$ cat src/rtl/sd_rsp_pkg.sv
// Shared types and constants for the SD command-response receive path.
// Pure declarations, no latency.
// No flow control of its own.
package sd_rsp_pkg;

  typedef enum logic [1:0] {IDLE, WAIT_START, RECV, DONE} rsp_state_e;

  localparam int RspLenShort  = 48;
  localparam int RspLenLong   = 136;
  localparam int CrcStartLong = 127;
  localparam logic [6:0] Crc7Poly = 7'h09;

  // One serial CRC7 step (x^7 + x^3 + 1), MSb-first data.
  function automatic logic [6:0] crc7_step(input logic [6:0] crc, input logic dat);
    logic fb;
    fb = crc[6] ^ dat;
    return {crc[5:0], 1'b0} ^ (fb ? Crc7Poly : 7'h00);
  endfunction

endpackage

$ cat src/rtl/sd_rsp_rx_ctrl_if.sv
// Control/status bundle between the SDHCI command FSM and the response receiver.
// Wires only, no latency.
// Strobe-paced: the receiver only advances when clk_en_i is high.
interface sd_rsp_rx_ctrl_if;
  logic clk_en_i;
  logic start_i;
  logic long_rsp_i;
  logic check_crc_i;
  logic abort_i;
  logic cmd_i;
  logic sr_shift_en_o;
  logic sr_par_en_o;
  logic busy_o;
  logic done_o;
  logic timeout_o;
  logic crc_err_o;
  logic end_err_o;

  modport master (
    output clk_en_i, start_i, long_rsp_i, check_crc_i, abort_i, cmd_i,
    input  sr_shift_en_o, sr_par_en_o, busy_o, done_o, timeout_o, crc_err_o, end_err_o
  );

  modport slave (
    input  clk_en_i, start_i, long_rsp_i, check_crc_i, abort_i, cmd_i,
    output sr_shift_en_o, sr_par_en_o, busy_o, done_o, timeout_o, crc_err_o, end_err_o
  );
endinterface

$ cat src/rtl/sd_crc7.sv
// Serial CRC7 accumulator, shared by the command transmitter and response receiver.
// Result visible one clk after the absorbing strobe.
// clr wins over en; en must already be qualified by the SD clock strobe.
module sd_crc7 import sd_rsp_pkg::*; (
  input  logic       clk_i,
  input  logic       rst_ni,
  input  logic       clr,
  input  logic       en,
  input  logic       dat,
  output logic [6:0] crc
);

  // CRC register: clear on request, otherwise absorb one bit per enabled strobe.
  always_ff @(posedge clk_i or negedge rst_ni) begin
    if (!rst_ni) begin
      crc <= '0;
    end else if (clr) begin
      crc <= '0;
    end else if (en) begin
      crc <= crc7_step(crc, dat);
    end
  end

endmodule

$ cat src/rtl/sd_rsp_rx_ctrl.sv
// Sequences an SD CMD-line response into an external shift register with CRC7/end-bit check.
// Start bit to done_o: Len strobes plus one clk; shift enable is combinational.
// Paced entirely by clk_en_i; abort_i forces IDLE on any cycle, strobe or not.
module sd_rsp_rx_ctrl import sd_rsp_pkg::*; #(
  parameter int TimeoutCycles = 64,
  parameter int CntWidth      = $clog2(TimeoutCycles + 1)
) (
  input logic             clk_i,
  input logic             rst_ni,
  sd_rsp_rx_ctrl_if.slave rx
);

  localparam logic [CntWidth-1:0] TmoMax     = CntWidth'(TimeoutCycles);
  localparam logic [7:0]          FirstShort = 8'(RspLenShort - 2);
  localparam logic [7:0]          FirstLong  = 8'(RspLenLong - 2);
  localparam logic [7:0]          CrcTopLong = 8'(CrcStartLong);

  rsp_state_e          state_q, state_d;
  logic                long_q, long_d, chk_q, chk_d;
  logic [CntWidth-1:0] tmo_q, tmo_d, tmo_inc;
  logic [7:0]          bit_q, bit_d;
  logic                timeout_q, timeout_d, crc_err_q, crc_err_d;
  logic                end_err_q, end_err_d, par_en_q, par_en_d;
  logic                crc_clr, crc_upd, shift_en;
  logic [6:0]          crc;
  logic [2:0]          crc_idx;

  sd_crc7 u_crc (
    .clk_i  (clk_i),
    .rst_ni (rst_ni),
    .clr    (crc_clr),
    .en     (rx.clk_en_i & crc_upd),
    .dat    (rx.cmd_i),
    .crc    (crc)
  );

  // The timeout counter saturates instead of wrapping.
  assign tmo_inc = (tmo_q == TmoMax) ? tmo_q : tmo_q + 1'b1;
  // Frame bits 7..1 map onto crc[6..0].
  assign crc_idx = 3'(bit_q - 8'd1);

  // Next-state, counter, status and strobe-qualified datapath controls.
  always_comb begin
    state_d   = state_q;
    long_d    = long_q;
    chk_d     = chk_q;
    tmo_d     = tmo_q;
    bit_d     = bit_q;
    timeout_d = timeout_q;
    crc_err_d = crc_err_q;
    end_err_d = end_err_q;
    par_en_d  = par_en_q;
    crc_clr   = 1'b0;
    crc_upd   = 1'b0;
    shift_en  = 1'b0;
    if (rx.abort_i) begin
      state_d   = IDLE;
      tmo_d     = '0;
      bit_d     = '0;
      timeout_d = 1'b0;
      crc_err_d = 1'b0;
      end_err_d = 1'b0;
      par_en_d  = 1'b0;
      crc_clr   = 1'b1;
    end else begin
      unique case (state_q)
        IDLE: begin
          if (rx.start_i) begin
            long_d    = rx.long_rsp_i;
            chk_d     = rx.check_crc_i;
            tmo_d     = '0;
            timeout_d = 1'b0;
            crc_err_d = 1'b0;
            end_err_d = 1'b0;
            par_en_d  = 1'b0;
            crc_clr   = 1'b1;
            state_d   = WAIT_START;
          end
        end
        WAIT_START: begin
          if (rx.clk_en_i) begin
            if (!rx.cmd_i) begin
              shift_en = 1'b1;
              // The start bit is inside the CRC span only for short responses.
              crc_upd  = ~long_q;
              bit_d    = long_q ? FirstLong : FirstShort;
              state_d  = RECV;
            end else begin
              tmo_d = tmo_inc;
              if (tmo_inc == TmoMax) begin
                timeout_d = 1'b1;
                state_d   = DONE;
              end
            end
          end
        end
        RECV: begin
          shift_en = 1'b1;
          if (rx.clk_en_i) begin
            if (bit_q >= 8'd8 && (!long_q || bit_q <= CrcTopLong)) begin
              crc_upd = 1'b1;
            end
            if (bit_q != 8'd0 && bit_q < 8'd8 && chk_q && (rx.cmd_i != crc[crc_idx])) begin
              crc_err_d = 1'b1;
            end
            if (bit_q == 8'd0) begin
              end_err_d = ~rx.cmd_i;
              par_en_d  = 1'b1;
              state_d   = DONE;
            end else begin
              bit_d = bit_q - 8'd1;
            end
          end
        end
        DONE: state_d = IDLE;
        default: state_d = IDLE;
      endcase
    end
  end

  // State and bookkeeping registers.
  always_ff @(posedge clk_i or negedge rst_ni) begin
    if (!rst_ni) begin
      state_q   <= IDLE;
      long_q    <= 1'b0;
      chk_q     <= 1'b0;
      tmo_q     <= '0;
      bit_q     <= '0;
      timeout_q <= 1'b0;
      crc_err_q <= 1'b0;
      end_err_q <= 1'b0;
      par_en_q  <= 1'b0;
    end else begin
      state_q   <= state_d;
      long_q    <= long_d;
      chk_q     <= chk_d;
      tmo_q     <= tmo_d;
      bit_q     <= bit_d;
      timeout_q <= timeout_d;
      crc_err_q <= crc_err_d;
      end_err_q <= end_err_d;
      par_en_q  <= par_en_d;
    end
  end

  assign rx.sr_shift_en_o = shift_en;
  assign rx.sr_par_en_o   = par_en_q;
  assign rx.busy_o        = (state_q == WAIT_START) || (state_q == RECV);
  assign rx.done_o        = (state_q == DONE) && !rx.abort_i;
  assign rx.timeout_o     = timeout_q;
  assign rx.crc_err_o     = crc_err_q;
  assign rx.end_err_o     = end_err_q;

endmodule

$ cat src/flat_wrapper.sv
// flat-port wrapper written by rule: the top's interface ports become plain ports
module sd_rsp_rx_ctrl_flat import sd_rsp_pkg::*;
#(
  parameter int TimeoutCycles = 64,
  parameter int CntWidth      = $clog2(TimeoutCycles + 1)
)
  (clk_i, rst_ni, rx_clk_en_i, rx_start_i, rx_long_rsp_i, rx_check_crc_i, rx_abort_i, rx_cmd_i, rx_sr_shift_en_o, rx_sr_par_en_o, rx_busy_o, rx_done_o, rx_timeout_o, rx_crc_err_o, rx_end_err_o);
  sd_rsp_rx_ctrl_if rx_i ();
  input logic clk_i;
  input logic rst_ni;
  input wire logic [$bits(rx_i.clk_en_i)-1:0] rx_clk_en_i;
  input wire logic [$bits(rx_i.start_i)-1:0] rx_start_i;
  input wire logic [$bits(rx_i.long_rsp_i)-1:0] rx_long_rsp_i;
  input wire logic [$bits(rx_i.check_crc_i)-1:0] rx_check_crc_i;
  input wire logic [$bits(rx_i.abort_i)-1:0] rx_abort_i;
  input wire logic [$bits(rx_i.cmd_i)-1:0] rx_cmd_i;
  output wire logic [$bits(rx_i.sr_shift_en_o)-1:0] rx_sr_shift_en_o;
  output wire logic [$bits(rx_i.sr_par_en_o)-1:0] rx_sr_par_en_o;
  output wire logic [$bits(rx_i.busy_o)-1:0] rx_busy_o;
  output wire logic [$bits(rx_i.done_o)-1:0] rx_done_o;
  output wire logic [$bits(rx_i.timeout_o)-1:0] rx_timeout_o;
  output wire logic [$bits(rx_i.crc_err_o)-1:0] rx_crc_err_o;
  output wire logic [$bits(rx_i.end_err_o)-1:0] rx_end_err_o;
  assign rx_i.clk_en_i = rx_clk_en_i;
  assign rx_i.start_i = rx_start_i;
  assign rx_i.long_rsp_i = rx_long_rsp_i;
  assign rx_i.check_crc_i = rx_check_crc_i;
  assign rx_i.abort_i = rx_abort_i;
  assign rx_i.cmd_i = rx_cmd_i;
  assign rx_sr_shift_en_o = rx_i.sr_shift_en_o;
  assign rx_sr_par_en_o = rx_i.sr_par_en_o;
  assign rx_busy_o = rx_i.busy_o;
  assign rx_done_o = rx_i.done_o;
  assign rx_timeout_o = rx_i.timeout_o;
  assign rx_crc_err_o = rx_i.crc_err_o;
  assign rx_end_err_o = rx_i.end_err_o;
  sd_rsp_rx_ctrl #(.TimeoutCycles(TimeoutCycles), .CntWidth(CntWidth)) u_core (.clk_i(clk_i), .rst_ni(rst_ni), .rx(rx_i));
endmodule
$ cat config.mk
export PLATFORM = sky130hd
export DESIGN_NAME = sd_rsp_rx_ctrl_flat
export DESIGN_NICKNAME = d
export VERILOG_FILES = /design/src/rtl/sd_rsp_pkg.sv /design/src/rtl/sd_rsp_rx_ctrl_if.sv /design/src/rtl/sd_crc7.sv /design/src/rtl/sd_rsp_rx_ctrl.sv /design/src/flat_wrapper.sv
export SDC_FILE = /design/constraint.sdc
export NUM_CORES = 1
export LEC_CHECK = 0
export CAP_MARGIN = 20
export CORE_ASPECT_RATIO = 1.25
export CORE_MARGIN = 2
export CORE_UTILIZATION = 48
export CTS_CLUSTER_SIZE = 12
export DETAILED_ROUTE_END_ITERATION = 16
export PLACE_DENSITY = 0.74
export SLEW_MARGIN = 20
export SYNTH_ARGS = -nofsm -noshare
export SYNTH_HDL_FRONTEND = slang
export SYNTH_SLANG_ARGS = --single-unit
$ cat constraint.sdc
create_clock -name clk_i -period 5.6 [get_ports clk_i]
set_input_delay 1.12 -clock clk_i [delete_from_list [all_inputs] [get_ports clk_i]]
set_output_delay 1.12 -clock clk_i [all_outputs]
set_load 0.01 [all_outputs]
==> results of run 1 <==
sequential cells by signal, summed over array words and instances (netlist names):
signal and cells:
u_core.bit_q 8, u_core.tmo_q 7, u_core.u_crc.crc 7, u_core.state_q 2, u_core.chk_q 1, u_core.long_q 1, u_core.rx.crc_err_o 1, u_core.rx.end_err_o 1
u_core.rx.sr_par_en_o 1, u_core.rx.timeout_o 1
how the worst min path moves through the flow:
| stage | from | to | slack, ns |
|---|---|---|---|
| 6_report | u_core.rx.sr_par_en_o$_DFFE_PN0P_ | u_core.rx.sr_par_en_o$_DFFE_PN0P_ | 0.51 |
| 2_1_floorplan | u_core.bit_q[1]$_DFFE_PN0P_ | u_core.bit_q[1]$_DFFE_PN0P_ | 0.47 |
| 3_3_place_gp | u_core.rx.sr_par_en_o$_DFFE_PN0P_ | u_core.rx.sr_par_en_o$_DFFE_PN0P_ | 0.50 |
| 4_1_cts | u_core.rx.sr_par_en_o$_DFFE_PN0P_ | u_core.rx.sr_par_en_o$_DFFE_PN0P_ | 0.52 |
| 3_5_place_dp | u_core.rx.sr_par_en_o$_DFFE_PN0P_ | u_core.rx.sr_par_en_o$_DFFE_PN0P_ | 0.50 |
| 5_1_grt | u_core.rx.sr_par_en_o$_DFFE_PN0P_ | u_core.rx.sr_par_en_o$_DFFE_PN0P_ | 0.55 |
cells in the mapped netlist, types with 2 or more instances:
library cell	count
a211oi_1	2
a21oi_1	4
a221oi_1	2
a22o_1	7
a31oi_1	7
a41o_1	2
and2_1	5
and3_1	3
and3b_1	2
buf_2	5
clkbuf_1	2
dfrtp_1	30
ha_1	9
inv_1	15
mux2_2	3
nand2_1	18
nand2b_1	3
nand3_1	8
nor2_1	18
nor2b_1	5
nor3_1	6
nor3b_2	2
nor4_1	5
o2111ai_1	2
o211ai_1	2
o21ai_0	16
o221a_2	2
o31ai_1	4
xor2_1	4
critical path, stage by stage:
cell	delay [ns]
clkdlybuf4s50_1	0.77
clkinv_1	0.38
nand2_1	0.24
nor2_1	0.07
clkdlybuf4s50_1	0.47
through the flow:
step	worst slack, ns	cells	power [W]	hold WS (ns)
CTS	1.435	291	0.0009127	0.5180
detailed placement	1.434	283	0.0006954	0.5010
global route	1.297	291	0.0009725	0.5492
global placement	1.468	283	0.0006880	0.4993
floorplan	2.946	220	0.0005919	0.4729
finish	1.424	291	0.0009082	0.5071
logic make-up after synthesis:
group           synth area share
xor+xnor                 0.02970
buf+inv                  0.04826
flops                     0.3713
simple gates              0.2166
compound gates            0.2438
mux                      0.03465
fa+ha+maj                0.05569
per-layer routing:
layer / vias up / global-route usage
met2: 35 / 0.3594
met1: 848 / 0.2579
met5: - / 0
li1: 847 / -
met4: 0 / 0.06809
met3: 8 / 0.05263
cell type report:
| cell class | count | area share |
|---|---|---|
| Multi-Input combinational cell | 166 | 0.5079 |
| Sequential cell | 30 | 0.3249 |
| Timing Repair Buffer | 15 | 0.06389 |
| Tap cell | 56 | 0.03032 |
| Clock buffer | 5 | 0.02978 |
| Inverter | 16 | 0.02599 |
| Clock inverter | 3 | 0.01733 |
power breakdown:
part,switching [W],internal [W]
Clock,0.0000823,0.000131
Combinational,0.000237,0.000156
Sequential,0.0000478,0.000255
layout by cell type (no fill, tap or decap), types with 2 or more instances in the layout:
master / count
and2_1: 5
o221a_2: 2
a221oi_1: 2
o2111ai_1: 2
xor2_1: 4
nor3b_2: 2
a22o_1: 7
nor4_1: 5
a41o_1: 2
nand2b_1: 3
and3_1: 3
a21oi_1: 4
nor2_1: 18
mux2_2: 3
clkinv_2: 2
a31oi_1: 7
ha_1: 9
o21ai_0: 16
clkdlybuf4s50_1: 14
nand2_1: 18
o211ai_1: 2
o31ai_1: 4
and3b_1: 2
nor2b_1: 5
clkbuf_8: 5
a211oi_1: 2
nor3_1: 6
nand3_1: 8
dfrtp_1: 30
inv_1: 15
==> results.ini, run 1 <==
[logic_synthesis]
synthFlopType=dfrtp_1
ys_seq_elements=30
synth_top_cell_by_area=dfrtp_1
synth_cells=220
ys_types=56
synth_warnings=0
synth_edf_count=0
seq_area_frac_synth=0.3713
postSynthAreaPerCell_um2=9.191
synthTopCellsByArea=dfrtp_1, ha_1, o21ai_0
syn_area_um2=2022
synth_top_area_frac=0.3713
synthArstFlopShare=1.000
synth_fp_nets=237

[clock_tree]
clkTransAtPathRegs_ns=0.06
cts-root-buf=clkbuf_8
cts_hold_buf=0
cts.repair.resized=0
post_cts_buffers=0
clk_latency_ns=0.29
cts.sinks=30
tritoncts=done
htree_levels=2
cts_inserted_buffers=5
cts_buffer_depth=2

[layout]
num-nets-final=251
fillCellCount=379
fin_util=0.5683
drive_above_1_share=0.1021
seqCellArea_um2=750.7
multiInputGateArea_um2=1174
fin_area_um2=2311
antenna_cells=0
syn_to_final_growth_pct=14.29

[detailed_routing]
vias_per_cell=5.973
drt-pass1-iter-count=4
wirelength_met1_mm=1.906
antenna_left=0
drt_wl_total_mm=4.584
drc=0
wl_met3_um=170
drtIter0Drc=67
top_layer=met4
wl_per_cell_um=15.75
num_vias=1738
met2_length_mm=2.435

[sta]
maxSlewHeadroom=0.4605
rsz0062_at_grt=no
fmax_ghz=0.2395
setup-tns-final_ns=0
min_period_ns=4.176
hold_viol=0
worst_slew_pin_slew_ns=0.8093
skew_ns=0.007536
finalSetupViolCount=0
finalCritPeriodShare=0.7457
maxSlewViolCount=0

[outcome]
status=complete, no violations

[hold_path]
hp-class=reg -> reg
holdPathStages=1

[pwr]
leakage_nw=0.9736
power_density_nw_per_um2=393.0
irDropWorstVdd_uv=207.6

[critical_path]
ff2ff_path_depth=7
timing.rr.end=u_core.tmo_q[4]$_DFFE_PN0P_
cp_max_fo=12
crit_end=rx_sr_shift_en_o
reg2reg_slack_ns=3.21
cp-end-kind=output pin
worst_ep_required_time_ns=4.48
crit_start=rx_abort_i
r2r_start=u_core.state_q[1]$_DFFE_PN0P_
setup.worst_path.start_class=primary input
crit_arrival_ns=3.06
critical_path_class=in -> out

[grt]
grt_pass1_wl_mm=7.762
grt_use_total=0.2140
grt_antenna_before_repair=0
overflow=0
grt_pass1_vias=1707
grt_start_max_net_pins=31

[place]
place_area_um2=2202
hpwl_mm=3.371
gp_congestion=0.8489
io_buffers=14

[run]
cap_violations=0

[floorplan]
core.rowCount=26
fp.dieArea_um2=4751
io_pins=15
dieHeight_um=76.57
dieWidth_um=62.05
core-area_um2=4066
start_util=0.4972

Power figures use the tool's default switching activity.
==> run 2: changes to the inputs <==
==> constraint.sdc (replaced) <==
create_clock -name clk_i -period 3.9 [get_ports clk_i]
set_input_delay 0.78 -clock clk_i [delete_from_list [all_inputs] [get_ports clk_i]]
set_output_delay 0.78 -clock clk_i [all_outputs]
set_load 0.01 [all_outputs]
==> results.ini, run 2 (synthesis results as in run 1) <==
[outcome]
status=complete, no violations

[pwr]
leakage_nw=0.9677
p_int_w=0.0007320
power.share.switching=0.4181
irDropWorstVdd_uv=287.8
p_sw_w=0.0005259
p_comb_frac=0.444
pwr-share-seq=0.344
clockPowerShare=0.211
power_density_nw_per_um2=545.8

[clock_tree]
tritoncts=done
cts_hold_buf=0
cts_inserted_buffers=5
post_cts_buffers=0
cts_buffer_depth=2
clk_latency_ns=0.29
cts.repair.resized=0
cts-root-buf=clkbuf_8
clkTransAtPathRegs_ns=0.07
cts.sinks=30
htree_levels=2

[grt]
grt_pass1_vias=1746
grt_antenna_before_repair=0
grt_pass1_wl_mm=7.907
overflow=0
grt_start_max_net_pins=31
grt_use_total=0.2192

[critical_path]
reg2reg_slack_ns=1.54
cp-end-kind=output pin
setup.worst_path.start_class=primary input
cp_max_fo=12
worst_ep_required_time_ns=3.12
crit_arrival_ns=2.42
critical_path_class=in -> out

[detailed_routing]
drtIter0Drc=111
wirelength_met1_mm=1.897
wl_met3_um=201
top_layer=met4
antenna_left=0
vias_per_cell=5.979
wl_per_cell_um=15.41
drt-pass1-iter-count=4
num_vias=1746
drc=0
drt_wl_total_mm=4.499
met2_length_mm=2.278

[sta]
maxSlewHeadroom=0.5506
setup-tns-final_ns=0
fmax_ghz=0.3128
skew_ns=0.002983
maxSlewViolCount=0
hold_viol=0
setup_ws_ns=0.7028
rsz0062_at_grt=no
worst_slew_pin_slew_ns=0.6741
finalSetupViolCount=0
whs_ns=0.4990
finalCritPeriodShare=0.8198
min_period_ns=3.197

[layout]
layout_common_cells=dfrtp_1, nand2_1, nor2_1, o21ai_0, inv_1
top_regs=u_core.bit_q (8), u_core.tmo_q (7), u_core.u_crc.crc (7)
num-nets-final=252
final_cells=292
top_register=u_core.bit_q
final_common_cell=dfrtp_1
fin_util=0.5668
largest_reg_flops=8
antenna_cells=0
syn_to_final_growth_pct=13.99
drive_above_1_share=0.1059

[place]
pre_cts_ws_ns=0.7001
io_buffers=14
gp_congestion=0.8222
place_inst=284
hpwl_mm=3.285

[floorplan]
dieHeight_um=76.57
start_util=0.4972
io_pins=15
core.rowCount=26
core-area_um2=4066
dieWidth_um=62.05
fp.dieArea_um2=4751

[hold_path]
hp-class=reg -> reg

[run]
cap_violations=0

run 2: changes by cell type in the layout (fill, tap and decap cells not counted):
cell	previous run	this run
buf_4	1	2
clkinvlp_4	0	1
clkinv_2	2	1
bufinv_16	1	0
clkbuf_8	5	6
run 2: cell type report:
type	count	area (um^2)
Fill cell	372	1762
Multi-Input combinational cell	166	1174
Sequential cell	30	750.7
Timing Repair Buffer	16	155.1
Clock buffer	6	82.58
Tap cell	56	70.07
Inverter	16	60.06
Clock inverter	2	12.51
run 2: path summary, 6_finish.rpt:
path                                                    from                           endpoint  cells after the start
setup reg to reg               u_core.state_q[0]$_DFFE_PN0P_    u_core.u_crc.crc[2]$_DFFE_PN0P_                      7
hold / removal             u_core.rx.sr_par_en_o$_DFFE_PN0P_  u_core.rx.sr_par_en_o$_DFFE_PN0P_                      1
hold reg to reg            u_core.rx.sr_par_en_o$_DFFE_PN0P_  u_core.rx.sr_par_en_o$_DFFE_PN0P_                      1
min in group asynchronous                             rst_ni    u_core.u_crc.crc[1]$_DFFE_PN0P_                      2
setup / recovery                                  rx_abort_i                   rx_sr_shift_en_o                      6
max in group asynchronous                             rst_ni           u_core.chk_q$_DFFE_PN0P_                      2
run 2: metrics by stage:
stage | area (um^2) | total power, W
2_1_floorplan | 2022 | 0.0008500
3_3_place_gp | 2210 | 0.0009892
3_5_place_dp | 2210 | 0.0009924
4_1_cts | 2305 | 0.001262
5_1_grt | 2305 | 0.001358
6_report | 2305 | 0.001258
run 2: critical path: stages:
cell and delay [ns]:
clkdlybuf4s50_1 0.46, buf_4 0.18, clkinv_1 0.25, nand2_1 0.21, nor2_1 0.06, clkdlybuf4s50_1 0.47
run 2: routing by layer:
layer / track usage / up-vias
met3: 0.04754 / 11
li1: - / 846
met1: 0.2738 / 839
met2: 0.3542 / 50
met5: 0 / -
met4: 0.08723 / 0
run 2: power by group through the flow:
stage	registers, W	logic (W)	clock network (W)
6_report	0.000433	0.000559	0.000266
5_1_grt	0.000443	0.000630	0.000286
4_1_cts	0.000432	0.000559	0.000271
3_5_place_dp	0.000437	0.000555	0
3_3_place_gp	0.000438	0.000551	0
2_1_floorplan	0.000423	0.000427	0
==> run 3: changes to the inputs <==
==> constraint.sdc (replaced) <==
create_clock -name clk_i -period 3.26 [get_ports clk_i]
set_input_delay 0.652 -clock clk_i [delete_from_list [all_inputs] [get_ports clk_i]]
set_output_delay 0.652 -clock clk_i [all_outputs]
set_load 0.01 [all_outputs]
==> results.ini, run 3 (synthesis results as in run 1) <==
[outcome]
status=complete, no violations

[layout]
syn_to_final_growth_pct=14.36
final_common_cell=dfrtp_1
largest_reg_flops=8
fillCellCount=375
fin_util=0.5686
antenna_cells=0
top_regs=u_core.bit_q (8), u_core.tmo_q (7), u_core.u_crc.crc (7)
num-nets-final=253
layout_common_cells=dfrtp_1, nand2_1, nor2_1, o21ai_0, inv_1
drive_above_1_share=0.1097
top_register=u_core.bit_q

[critical_path]
crit_arrival_ns=2.11
setup.worst_path.start_class=primary input
worst_path_most_repeated_cell=clkdlybuf4s50_1
cp-end-kind=output pin
cp_max_fo=7
ff2ff_path_depth=7
reg2reg_slack_ns=0.90
timing.rr.end=u_core.rx.crc_err_o$_DFFE_PN0P_
critPathMaxStageDelay_ns=0.54
r2r_start=u_core.state_q[0]$_DFFE_PN0P_
critical_path_class=in -> out
worstPathCellList=clkdlybuf4s50_1 -> inv_1 -> a31oi_1 -> nor2_1 -> clkdlybuf4s50_1
cp_slowest_cell=clkdlybuf4s50_1
worst_ep_required_time_ns=2.61

[run]
cap_violations=0

[clock_tree]
clkTransAtPathRegs_ns=0.06
tritoncts=done
htree_levels=2
cts-root-buf=clkbuf_8
cts.repair.resized=0
cts_hold_buf=0
clk_latency_ns=0.29
cts_inserted_buffers=5
cts_buffer_depth=2
post_cts_buffers=0
cts.sinks=30

[sta]
setup-tns-final_ns=0
maxSlewViolCount=0
skew_ns=0.004962
fmax_ghz=0.3616
rsz0062_at_grt=no
worst_slew_pin_slew_ns=0.7180
finalCritPeriodShare=0.8482
hold_viol=0
min_period_ns=2.765
maxSlewHeadroom=0.5213
finalSetupViolCount=0

[detailed_routing]
drt-pass1-iter-count=4
drtIter0Drc=157
num_vias=1730
vias_per_cell=5.904
drc=0
drt_wl_total_mm=4.617
wl_per_cell_um=15.76
antenna_left=0

[floorplan]
io_pins=15
start_util=0.4972
core.rowCount=26
dieHeight_um=76.57
dieWidth_um=62.05
fp.dieArea_um2=4751
core-area_um2=4066

[place]
hpwl_mm=3.362
io_buffers=14
gp_congestion=0.8470

[pwr]
irDropWorstVdd_uv=291.8
power_density_nw_per_um2=649.9
leakage_nw=0.9725

[grt]
grt_pass1_vias=1638
grt_pass1_wl_mm=7.583
grt_start_max_net_pins=31
overflow=0
grt_antenna_before_repair=0
grt_use_total=0.2113

[hold_path]
hp-class=reg -> reg
hold_path.startpoint=u_core.rx.sr_par_en_o$_DFFE_PN0P_
hold_path_end=u_core.rx.sr_par_en_o$_DFFE_PN0P_
holdPathStages=1

## run 3: cell type report
| cell class | count | area (um^2) | share of cell area |
|---|---|---|---|
| clock buffer | 6 | 82.58 | 0.03571 |
| sequential | 30 | 750.7 | 0.3247 |
| inverter | 16 | 60.06 | 0.02597 |
| timing repair buffer | 17 | 162.7 | 0.07035 |
| clock inverter | 2 | 12.51 | 0.005411 |
| tap | 56 | 70.07 | 0.03030 |
| multi-input combinational | 166 | 1174 | 0.5076 |
## run 3: report_power, final
part           leakage (nW)  total [W]  internal, W  switching, W
registers             0.406   0.000520     0.000438     0.0000830
clock network        0.0472   0.000315     0.000169      0.000146
logic                 0.519   0.000667     0.000269      0.000398
total                 0.972    0.00150     0.000876      0.000627
## run 3: how the worst max path moves through the flow
| stage | endpoint | from |
|---|---|---|
| after floorplan | u_core.bit_q[5]$_DFFE_PN0P_ | u_core.state_q[1]$_DFFE_PN0P_ |
| after global placement | rx_sr_shift_en_o | rx_cmd_i |
| after detailed placement | rx_sr_shift_en_o | rx_cmd_i |
| after CTS | rx_sr_shift_en_o | rx_cmd_i |
| after global routing | rx_sr_shift_en_o | rx_cmd_i |
| final | rx_sr_shift_en_o | rx_cmd_i |
## run 3: per-layer routing
layer	wire [um]	part of all wire	up-vias	global-route usage
met3	189	0.041	8	0.06621
met1	1968	0.43	823	0.2626
met4	62	0.013	0	0.08511
met5	0	0	-	0
met2	2396	0.52	50	0.3292
li1	-	-	849	-
## run 3: worst max-delay path, delay by kind of cell
kind | cells | cell delay, ns
compound gates | 1 | 0.10
buf+inv | 3 | 1.26
simple gates | 1 | 0.10
## run 3: stage by stage
| stage | hold slack [ns] | instances | setup slack [ns] | area (um^2) | total power [W] |
|---|---|---|---|---|---|
| 2_1_floorplan | 0.3564 | 220 | 1.378 | 2022 | 0.001017 |
| 3_3_place_gp | 0.4860 | 285 | 0.4993 | 2217 | 0.001173 |
| 3_5_place_dp | 0.4860 | 285 | 0.4975 | 2217 | 0.001187 |
| 4_1_cts | 0.5022 | 293 | 0.4936 | 2312 | 0.001512 |
| 5_1_grt | 0.5352 | 293 | 0.4292 | 2312 | 0.001611 |
| 6_report | 0.4935 | 293 | 0.4948 | 2312 | 0.001503 |
